<file path="config.mk">
export PLATFORM = sky130hd
export DESIGN_NAME = spi_byte_xfer
export DESIGN_NICKNAME = d
export VERILOG_FILES = /design/src/rtl/spi_pkg.sv /design/src/rtl/sclk_tick_gen.sv /design/src/rtl/spi_byte_xfer.sv
export SDC_FILE = /design/constraint.sdc
export NUM_CORES = 1
export LEC_CHECK = 0
export ABC_AREA = 1
export CAP_MARGIN = 20
export CORE_MARGIN = 3
export CORE_UTILIZATION = 50
export CTS_CLUSTER_DIAMETER = 50
export DETAILED_ROUTE_END_ITERATION = 10
export PLACE_DENSITY = 0.74
export SYNTH_ARGS = -nofsm -noshare
export SYNTH_HDL_FRONTEND = slang
export SYNTH_SLANG_ARGS = --single-unit
export TNS_END_PERCENT = 30
</file>
<file path="constraint.sdc">
create_clock -name clk_in -period 2 [get_ports clk_in]
set_clock_uncertainty 0.2 [all_clocks]
set_input_delay 0.5 -clock clk_in [delete_from_list [all_inputs] [get_ports clk_in]]
set_output_delay 0.5 -clock clk_in [all_outputs]
set_load 0.02 [all_outputs]
</file>
<file path="src/rtl/spi_pkg.sv">
// Shared types and constants for the SPI byte engine.
//   spi_state_e : engine FSM states
//   SPI_BITS    : bits per transfer
//   half_period : clk_in cycles per SCLK half-period for a given divider
package spi_pkg;

  typedef enum logic [1:0] {
    IDLE  = 2'd0,
    SETUP = 2'd1,
    SHIFT = 2'd2,
    DONE  = 2'd3
  } spi_state_e;

  localparam int unsigned SPI_BITS         = 8;
  localparam int unsigned SPI_HALF_PERIODS = 2 * SPI_BITS;
  localparam int unsigned BIT_CNT_W        = 4;

  function automatic int unsigned half_period(input int unsigned div);
    return div / 2;
  endfunction

endpackage

</file>
<file path="src/rtl/sclk_tick_gen.sv">
// SCLK generator: divides clk_in into half-periods of DIV/2 cycles while run=1.
// The first half-period after run rises is a silent low interval (CS setup);
// it ends with a fall_tick but sclk stays low. After that, sclk toggles at the
// end of every half-period, starting with a rise.
//   clk_in, rst : clock, async active-low reset
//   run         : 1 while the engine is in SETUP or SHIFT
//   rise_tick   : strobe, sclk goes 0->1 at the coming clk_in edge
//   fall_tick   : strobe, half-period ending with sclk going (or staying) low
//   sclk        : registered SPI clock, idle low
module sclk_tick_gen
  import spi_pkg::*;
#(
  parameter int unsigned DIV = 4
) (
  input  logic clk_in,
  input  logic rst,
  input  logic run,
  output logic rise_tick,
  output logic fall_tick,
  output logic sclk
);

  localparam int unsigned H  = half_period(DIV);
  localparam int unsigned CW = $clog2(H) + 1;

  if ((DIV < 2) || ((DIV % 2) != 0)) begin : g_bad_div
    $error("sclk_tick_gen: DIV must be even and >= 2");
  end

  logic [CW-1:0] cnt_q, cnt_d;
  logic          ph_q, ph_d;     // logical phase; 1 = high half (or setup) in progress
  logic          sclk_q, sclk_d;
  logic          wrap;

  // Half-period counter and phase tracking
  always_comb begin
    cnt_d  = cnt_q;
    ph_d   = ph_q;
    sclk_d = sclk_q;
    wrap   = run && (cnt_q == CW'(H - 1));
    if (!run) begin
      cnt_d  = '0;
      ph_d   = 1'b1;
      sclk_d = 1'b0;
    end else if (wrap) begin
      cnt_d  = '0;
      ph_d   = ~ph_q;
      sclk_d = ~ph_q;
    end else begin
      cnt_d  = cnt_q + CW'(1);
    end
  end

  always_ff @(posedge clk_in or negedge rst) begin
    if (!rst) begin
      cnt_q  <= '0;
      ph_q   <= 1'b1;
      sclk_q <= 1'b0;
    end else begin
      cnt_q  <= cnt_d;
      ph_q   <= ph_d;
      sclk_q <= sclk_d;
    end
  end

  assign rise_tick = wrap && !ph_q;
  assign fall_tick = wrap && ph_q;
  assign sclk      = sclk_q;

endmodule

</file>
<file path="src/rtl/spi_byte_xfer.sv">
// SPI mode-0 master byte engine. Shifts one byte out on mosi (MSB first) while
// capturing one byte from miso, with a start/busy/done handshake. cs_hold keeps
// cs_n asserted after the byte so several bytes share one chip-select window.
//   clk_in, rst  : clock, async active-low reset
//   start        : transfer request, accepted in IDLE only
//   tx_data      : byte to send, latched on accept
//   cs_hold      : latched on accept; 1 keeps cs_n low after this byte
//   miso         : serial data from flash
//   busy         : transfer in progress
//   done         : one-cycle pulse at byte completion
//   rx_data      : captured byte, held until next completion
//   sclk, cs_n, mosi : SPI bus
module spi_byte_xfer
  import spi_pkg::*;
#(
  parameter int unsigned DIV = 4
) (
  input  logic                clk_in,
  input  logic                rst,
  input  logic                start,
  input  logic [SPI_BITS-1:0] tx_data,
  input  logic                cs_hold,
  input  logic                miso,
  output logic                busy,
  output logic                done,
  output logic [SPI_BITS-1:0] rx_data,
  output logic                sclk,
  output logic                cs_n,
  output logic                mosi
);

  localparam logic [BIT_CNT_W-1:0] LAST_HALF = BIT_CNT_W'(SPI_HALF_PERIODS - 1);

  if ((DIV < 2) || ((DIV % 2) != 0)) begin : g_bad_div
    $error("spi_byte_xfer: DIV must be even and >= 2");
  end

  spi_state_e            state_q, state_d;
  logic [SPI_BITS-1:0]   tx_sr_q, tx_sr_d;
  logic [SPI_BITS-1:0]   rx_sr_q, rx_sr_d;
  logic [SPI_BITS-1:0]   rx_data_q, rx_data_d;
  logic [BIT_CNT_W-1:0]  bit_cnt_q, bit_cnt_d;
  logic                  hold_q, hold_d;
  logic                  busy_q, busy_d;
  logic                  done_q, done_d;
  logic                  cs_n_q, cs_n_d;
  logic                  mosi_q, mosi_d;

  logic run;
  logic rise_tick;
  logic fall_tick;

  assign run = (state_q == SETUP) || (state_q == SHIFT);

  sclk_tick_gen #(
    .DIV (DIV)
  ) u_tick (
    .clk_in    (clk_in),
    .rst       (rst),
    .run       (run),
    .rise_tick (rise_tick),
    .fall_tick (fall_tick),
    .sclk      (sclk)
  );

  // Engine next-state and output logic
  always_comb begin
    state_d   = state_q;
    tx_sr_d   = tx_sr_q;
    rx_sr_d   = rx_sr_q;
    rx_data_d = rx_data_q;
    bit_cnt_d = bit_cnt_q;
    hold_d    = hold_q;
    busy_d    = busy_q;
    done_d    = 1'b0;
    cs_n_d    = cs_n_q;
    mosi_d    = mosi_q;

    unique case (state_q)
      IDLE: begin
        if (start) begin
          tx_sr_d   = tx_data;
          hold_d    = cs_hold;
          busy_d    = 1'b1;
          cs_n_d    = 1'b0;
          mosi_d    = tx_data[SPI_BITS-1];
          bit_cnt_d = '0;
          state_d   = SETUP;
        end
      end

      // The tick generator's silent first half-period is the CS setup time
      SETUP: begin
        if (fall_tick) begin
          state_d = SHIFT;
        end
      end

      SHIFT: begin
        if (rise_tick) begin
          rx_sr_d   = {rx_sr_q[SPI_BITS-2:0], miso};
          bit_cnt_d = bit_cnt_q + BIT_CNT_W'(1);
        end else if (fall_tick) begin
          if (bit_cnt_q == LAST_HALF) begin
            state_d   = DONE;
            done_d    = 1'b1;
            busy_d    = 1'b0;
            rx_data_d = rx_sr_q;
            cs_n_d    = ~hold_q;
            mosi_d    = 1'b0;
            bit_cnt_d = '0;
          end else begin
            mosi_d    = tx_sr_q[SPI_BITS-2];
            tx_sr_d   = {tx_sr_q[SPI_BITS-2:0], 1'b0};
            bit_cnt_d = bit_cnt_q + BIT_CNT_W'(1);
          end
        end
      end

      DONE: begin
        state_d = IDLE;
      end

      default: begin
        state_d = IDLE;
      end
    endcase
  end

  always_ff @(posedge clk_in or negedge rst) begin
    if (!rst) begin
      state_q   <= IDLE;
      tx_sr_q   <= '0;
      rx_sr_q   <= '0;
      rx_data_q <= '0;
      bit_cnt_q <= '0;
      hold_q    <= 1'b0;
      busy_q    <= 1'b0;
      done_q    <= 1'b0;
      cs_n_q    <= 1'b1;
      mosi_q    <= 1'b0;
    end else begin
      state_q   <= state_d;
      tx_sr_q   <= tx_sr_d;
      rx_sr_q   <= rx_sr_d;
      rx_data_q <= rx_data_d;
      bit_cnt_q <= bit_cnt_d;
      hold_q    <= hold_d;
      busy_q    <= busy_d;
      done_q    <= done_d;
      cs_n_q    <= cs_n_d;
      mosi_q    <= mosi_d;
    end
  end

  assign busy    = busy_q;
  assign done    = done_q;
  assign rx_data = rx_data_q;
  assign cs_n    = cs_n_q;
  assign mosi    = mosi_q;

endmodule

</file>
# [Yosys cells after proc, flatten, opt, wreduce, memory -nomap -nowiden]
# Cells that the tools add are included.
[word_totals] reg_bits=38 latch_bits=0 ram_bits=0 mem_bits_ro=0 out_inout_bits=13 wordCells=86 n_memories=0
[op_classes] addsub=2 n_mul=0 div=0 magnitude_cmp=0 n_eq_ne=13 shift=0 n_mux=40 bitwise_logic=3 reduce_logical=15
[op_table] op="2-to-1 mux 7 bit" n=4
[op_table] op="2-to-1 mux 1 bit" n=19
[op_table] op="2-to-1 mux 4 bit" n=4
[op_table] op="AND reduction 5 bit" n=3
[op_table] op="2-to-1 mux 2 bit" n=7
[op_table] op="one-hot mux 7 bit (2 select lines)" n=1
[op_table] op="inequality test 2 bit (second input constant)" n=6
[op_table] op="one-hot mux 2 bit (4 select lines)" n=1
[op_table] op="one-hot mux 4 bit (2 select lines)" n=1
[op_table] op="AND reduction 4 bit" n=2
[op_table] op="one-hot mux 1 bit (2 select lines)" n=3
[op_table] op="adder 4 x 1 -> 4 bit (second input constant)" n=1
[op_table] op="== test 2 x 1 -> 1 bit (second input constant)" n=2
[op_table] op="== test 2 bit (second input constant)" n=2
[op_table] op="== test 4 bit (second input constant)" n=1
[op_table] op="AND reduction 2 bit" n=2
[op_table] op="logical AND 1 bit" n=3
[op_table] op="inequality test 3 bit (second input constant)" n=1
[op_table] op="inverter 1 bit" n=3
[op_table] op="AND reduction 3 bit" n=1
[op_table] op="adder 2 x 1 -> 2 bit (second input constant)" n=1
[op_table] op="zero test 2 bit" n=1
[op_table] op="inequality test 2 x 1 -> 1 bit (second input constant)" n=1
[op_table] op="nonzero test 2 bit" n=1
[op_table] op="2 further kinds" n=2

# [Longest topological paths before layout]
[depth] ltp_word=7 ltp_mapped=10

# [By module]
# From an unflattened synthesis, not the netlist that was laid out.
[hier_totals] hier_cells=229 area_unflattened_um2=1828.0
[modules_own_cells] mod="spi_byte_xfer" n_inst=1 cells_per_inst=209 area_per_inst_um2=1654.1 seq_area_each_um2=852.1
[modules_own_cells] mod="sclk_tick_gen" n_inst=1 cells_per_inst=20 area_per_inst_um2=173.9 seq_area_each_um2=101.3

# [Worst setup path after synthesis]
# OpenSTA, ideal clock, no wires.
[synth_path] path_kind="register to register" from="register state_q[0]" to="register tx_sr_q[6]" t_arrival_ps=1338 setup_slack_ps=341 stages_incl_launch_ff=9 path_buffers=1 period_less_slack_ps=1659 cell_sequence="dfrtp_1 -> inv_1 -> ha_1 -> nand4_2 -> nand2_2 -> nand2_2 -> buf_8 -> nand2_2 -> o21ai_2"
[synth_via] elab_chain_len=6 elab_cells_between_ends=14 cone_classes="6 x eq/ne; 1 x mux; 7 x reduce/logical"
[synth_lines] item="from (decl)" line="spi_byte_xfer.sv:38" rtl="spi_state_e state_q, state_d;"
[synth_lines] item="from (signal assigned)" line="spi_byte_xfer.sv:143" rtl="state_q <= state_d;"
[synth_lines] item="== test 2 x 1 -> 1 bit / == test 2 bit (equally long branches)" line="spi_byte_xfer.sv:53, spi_byte_xfer.sv:79"
[synth_lines] item="logical OR 1 bit" line="spi_byte_xfer.sv:53" rtl="assign run = (state_q == SETUP) || (state_q == SHIFT);"
[synth_lines] item="logical AND 1 bit" line="sclk_tick_gen.sv:40" rtl="wrap = run && (cnt_q == CW'(H - 1));"
[synth_lines] item="logical AND 1 bit (on tied branches)" line="sclk_tick_gen.sv:67, sclk_tick_gen.sv:66"
[synth_lines] item="inequality test 2 bit (no line)"
[synth_lines] item="AND reduction 5 bit (no line)"
[synth_lines] item="to (signal assigned)" line="spi_byte_xfer.sv:144" rtl="tx_sr_q <= tx_sr_d;"
[synth_lines] item="to (decl)" line="spi_byte_xfer.sv:39" rtl="logic [SPI_BITS-1:0] tx_sr_q, tx_sr_d;"
# Parallel ways exist; a longest one is shown, timed or not.
# A chain may end at the register's enable or synchronous reset.

# [Final worst setup path]
[layout_path] from="register rx_data_q[3] (netlist: rx_data[3])" to="output rx_data[3]"
[layout_lines] item="from (decl)" line="spi_byte_xfer.sv:41" rtl="logic [SPI_BITS-1:0] rx_data_q, rx_data_d;"
[layout_lines] item="from (signal assigned)" line="spi_byte_xfer.sv:146" rtl="rx_data_q <= rx_data_d;"
[layout_lines] item="to (decl)" line="spi_byte_xfer.sv:26" rtl="output logic [SPI_BITS-1:0] rx_data,"
# No word-level cell between the ends.

==> summary.md <==
| Metric | Value |
|---|---|
| RSZ-0062 raised after global routing | `no` |
| Area delta synth->final | `22.9%` |
| Crit path max-delay family | `buffers and inverters` |
| Clk buf depth | `2` |
| Yosys cell types | `27` |
| Total of max-cap violations | `0` |
| Post-DP HPWL | `2510 um` |
| Antenna diode instance count | `0` |
| Post-Syn Nets | `212` |
| WL/cell | `12.9 um` |
| Non-Filler Instances | `272` |
| Row cnt | `21` |
| Pwr dens | `1250 mW/mm^2` |
| CP arrival | `1250 ps` |
| Post-Syn Area | `0.00186 mm^2` |
| Htree depth | `2` |
| Syn. warnings | `0` |
| Syn avg cell area | `9.60 um^2` |
| Starting Density | `53.7%` |
| TritonCTS clock tree | `done` |
| Layout cells sized above 1 | `24.3%` |
| Clock sinks | `38` |
| Hold path start | `cs_n$_DFFE_PN1P_` |
| Num CTS Buffers | `5` |
| Post-synthesis sequential area ratio | `51.2%` |
| Status | `complete, no violations` |
| First-pass GRT wire length | `roughly 6100 um` |
| Worst Tran Pin Value | `247 ps` |
| Most frequent cells in the layout | `nand2_1 (48), dfrtp_1 (36), inv_1 (21)` |
| NumNets Final | `roughly 240` |
| Class of the most critical setup path | `reg2out` |
| Io pins | `26` |
| Largest net degree at the start of global routing | `39` |
| Die ar. | `0.00449 mm^2` |
| RR Endpoint | `rx_data[3]$_DFFE_PN0P_` |
| Fin util | `roughly two thirds` |
| Hold endpoint | `cs_n$_DFFE_PN1P_` |
| RD Place Congestion | `0.830` |
| Antenna-violating nets left | `0` |
| Rel. slew slack | `83.5%` |
| Die height | `67.0 um` |
| Most common cell after layout, fill and taps aside | `nand2_1` |
| Critical-path top delay cell | `clkdlybuf4s50_1` |
| Gr ovfl total | `0` |
| Placed insts | `263` |
| Worst Hold Depth | `2` |
| Total track usage | `between 15 and 20%` |
| Worst EP required | `about 1300 ps` |
| Critical R2R Launch | `state_q[0]$_DFFE_PN0P_` |
| CP Launch Type | `flip-flop` |
| Hold Vio Cnt, Final | `0` |
| Critical-path cell list | `clkdlybuf4s50_1` |
| Vias | `1374` |
| Final WL | `3520 um` |
| Period utilization | `97.6%` |
| Initial antenna violation count | `0` |
| Leakage power | `approximately 1.2 nW` |
| Critical Path End Type | `output pin` |
| Setup violations, final | `0` |
| Syn Inst Count | `194` |
| Crit path buf inv count | `1` |
| R2R Setup Slk | `130 ps` |
| F_max | `512 MHz` |
| Root buf cell | `clkbuf_8` |
| Die W | `between 60 and 70 um` |
| Maximum VDD drop | `767 uV` |
| #FFs+latches synth | `38` |
| FILL cells | `between 300 and 400` |
| Clock-pin slew on the worst setup and hold paths | `70 ps` |
| DRC errors left | `0` |
| Worst reg-to-reg path cell count | `7` |
| Crit-path max FO | `2` |
| Core Area | `0.00347 mm^2` |
| CP max stage delay | `610 ps` |
| Buffers on Ports | `25` |
| Post-route setup TNS | `0 ps` |
| DR iter-0 viols | `53` |
| Final Max Slew Viols | `0` |
| Routed vias/inst | `5.05` |
| Clk_lat worst skew | `between 200 and 300 ps` |
| Post-layout minimum cycle time | `1950 ps` |
| DRT Pass-1 Iters | `4` |
| Worst Hold Class | `reg2reg` |
| Vias in the first global route | `between 1000 and 1500` |
## metrics by stage
step                      power, mW  setup WS, ps  area, um^2  hold slack [ps]
after global placement         2.23          1.17        2150              256
after floorplan                2.06           341        1860             4.41
final                          2.86          47.4        2290              276
after detailed placement       2.30         -19.2        2150              269
after global routing           3.08          2.60        2290              291
after CTS                      2.87          9.57        2260              282
## cells by family (layout without fill, tap and decap cells)
family,Yosys count,in the layout,share of synthesized area [%]
DFF,38,38,51.2
muxes,6,6,3.22
AOI/OAI and AO/OA,31,31,12.6
and+or+nand+nor,87,87,22.6
adders and majority gates,5,5,3.36
buffers and inverters,27,59,7.12
## cell type report
| cell class | count | area, um^2 | share of cell area [%] |
|---|---|---|---|
| clock inverter | 2 | 12.5 | 0.546 |
| clock buffer | 6 | 82.6 | 3.61 |
| multi-input combinational | 129 | 795 | 34.7 |
| tap | 46 | 57.6 | 2.51 |
| sequential | 38 | 953 | 41.6 |
| inverter | 22 | 82.6 | 3.61 |
| timing repair buffer | 29 | 307 | 13.4 |
## layer usage
| layer | part of all wire, % | routed length (um) | track usage [%] | vias to the layer above |
|---|---|---|---|---|
| met5 | 0 | 0 | 0 | - |
| met4 | 1.9 | 67 | 9.87 | 0 |
| met3 | 3.4 | 120 | 4.72 | 8 |
| met2 | 53 | 1850 | 30.8 | 21 |
| met1 | 42 | 1480 | 21.0 | 664 |
| li1 | - | - | - | 681 |
## registers in the layout, summed over array words and instances (netlist names), 2 cells and up
signal,count
tx_sr_q,7
rx_data,8
rx_sr_q,8
state_q,2
u_tick.cnt_q,2
bit_cnt_q,4
## worst register-to-register path: stages, from the launching register on
cell and delay (ps):
dfrtp_1 390, inv_1 90, ha_1 370, nand4_2 190, inv_1 160, nand2_4 160, nand2_1 140, o21ai_2 60
## synthesized netlist by cell type, drive strengths merged
cell type	n	area share [%]
a21oi	6	1.8
buf	5	2.7
dfrtp	36	48
dfstp	2	2.8
ha	5	3.4
inv	22	4.4
mux2i	6	3.2
nand2	59	13
nand3	8	2.8
nand3b	1	0.40
nand4	4	1.7
nor2	13	3.7
nor3	1	0.27
o21ai	25	11
or2	1	0.34
## repair_timing
action,in CTS,in global routing
hold endpoints to repair,36,0
hold buffers,1,0
setup buffers,0,0
resized for setup,2,10
endpoints found under the setup margin,3,29
## power by group
part | internal [mW] | leakage (nW) | total (mW) | switching, mW
Combinational | 0.454 | 0.643 | 1.23 | 0.778
Clock | 0.277 | 0.0472 | 0.544 | 0.267
Sequential | 0.957 | 0.496 | 1.08 | 0.123
Total | 1.69 | 1.19 | 2.86 | 1.17
## worst max path at each step
stage | from | end | slack, ps | depth (start not counted)
after floorplan | state_q[0]$_DFFE_PN0P_ | tx_sr_q[6]$_DFFE_PN0P_ | 340 | 8
final | rx_data[3]$_DFFE_PN0P_ | rx_data[3] | 50 | 1
after global routing | rx_data[4]$_DFFE_PN0P_ | rx_data[4] | 3 | 1
after detailed placement | start | tx_sr_q[5]$_DFFE_PN0P_ | -20 | 8
after global placement | start | tx_sr_q[3]$_DFFE_PN0P_ | 1 | 8
after CTS | busy$_DFFE_PN0P_ | busy | 10 | 1
No activity file was read; power rests on OpenSTA's default activity.
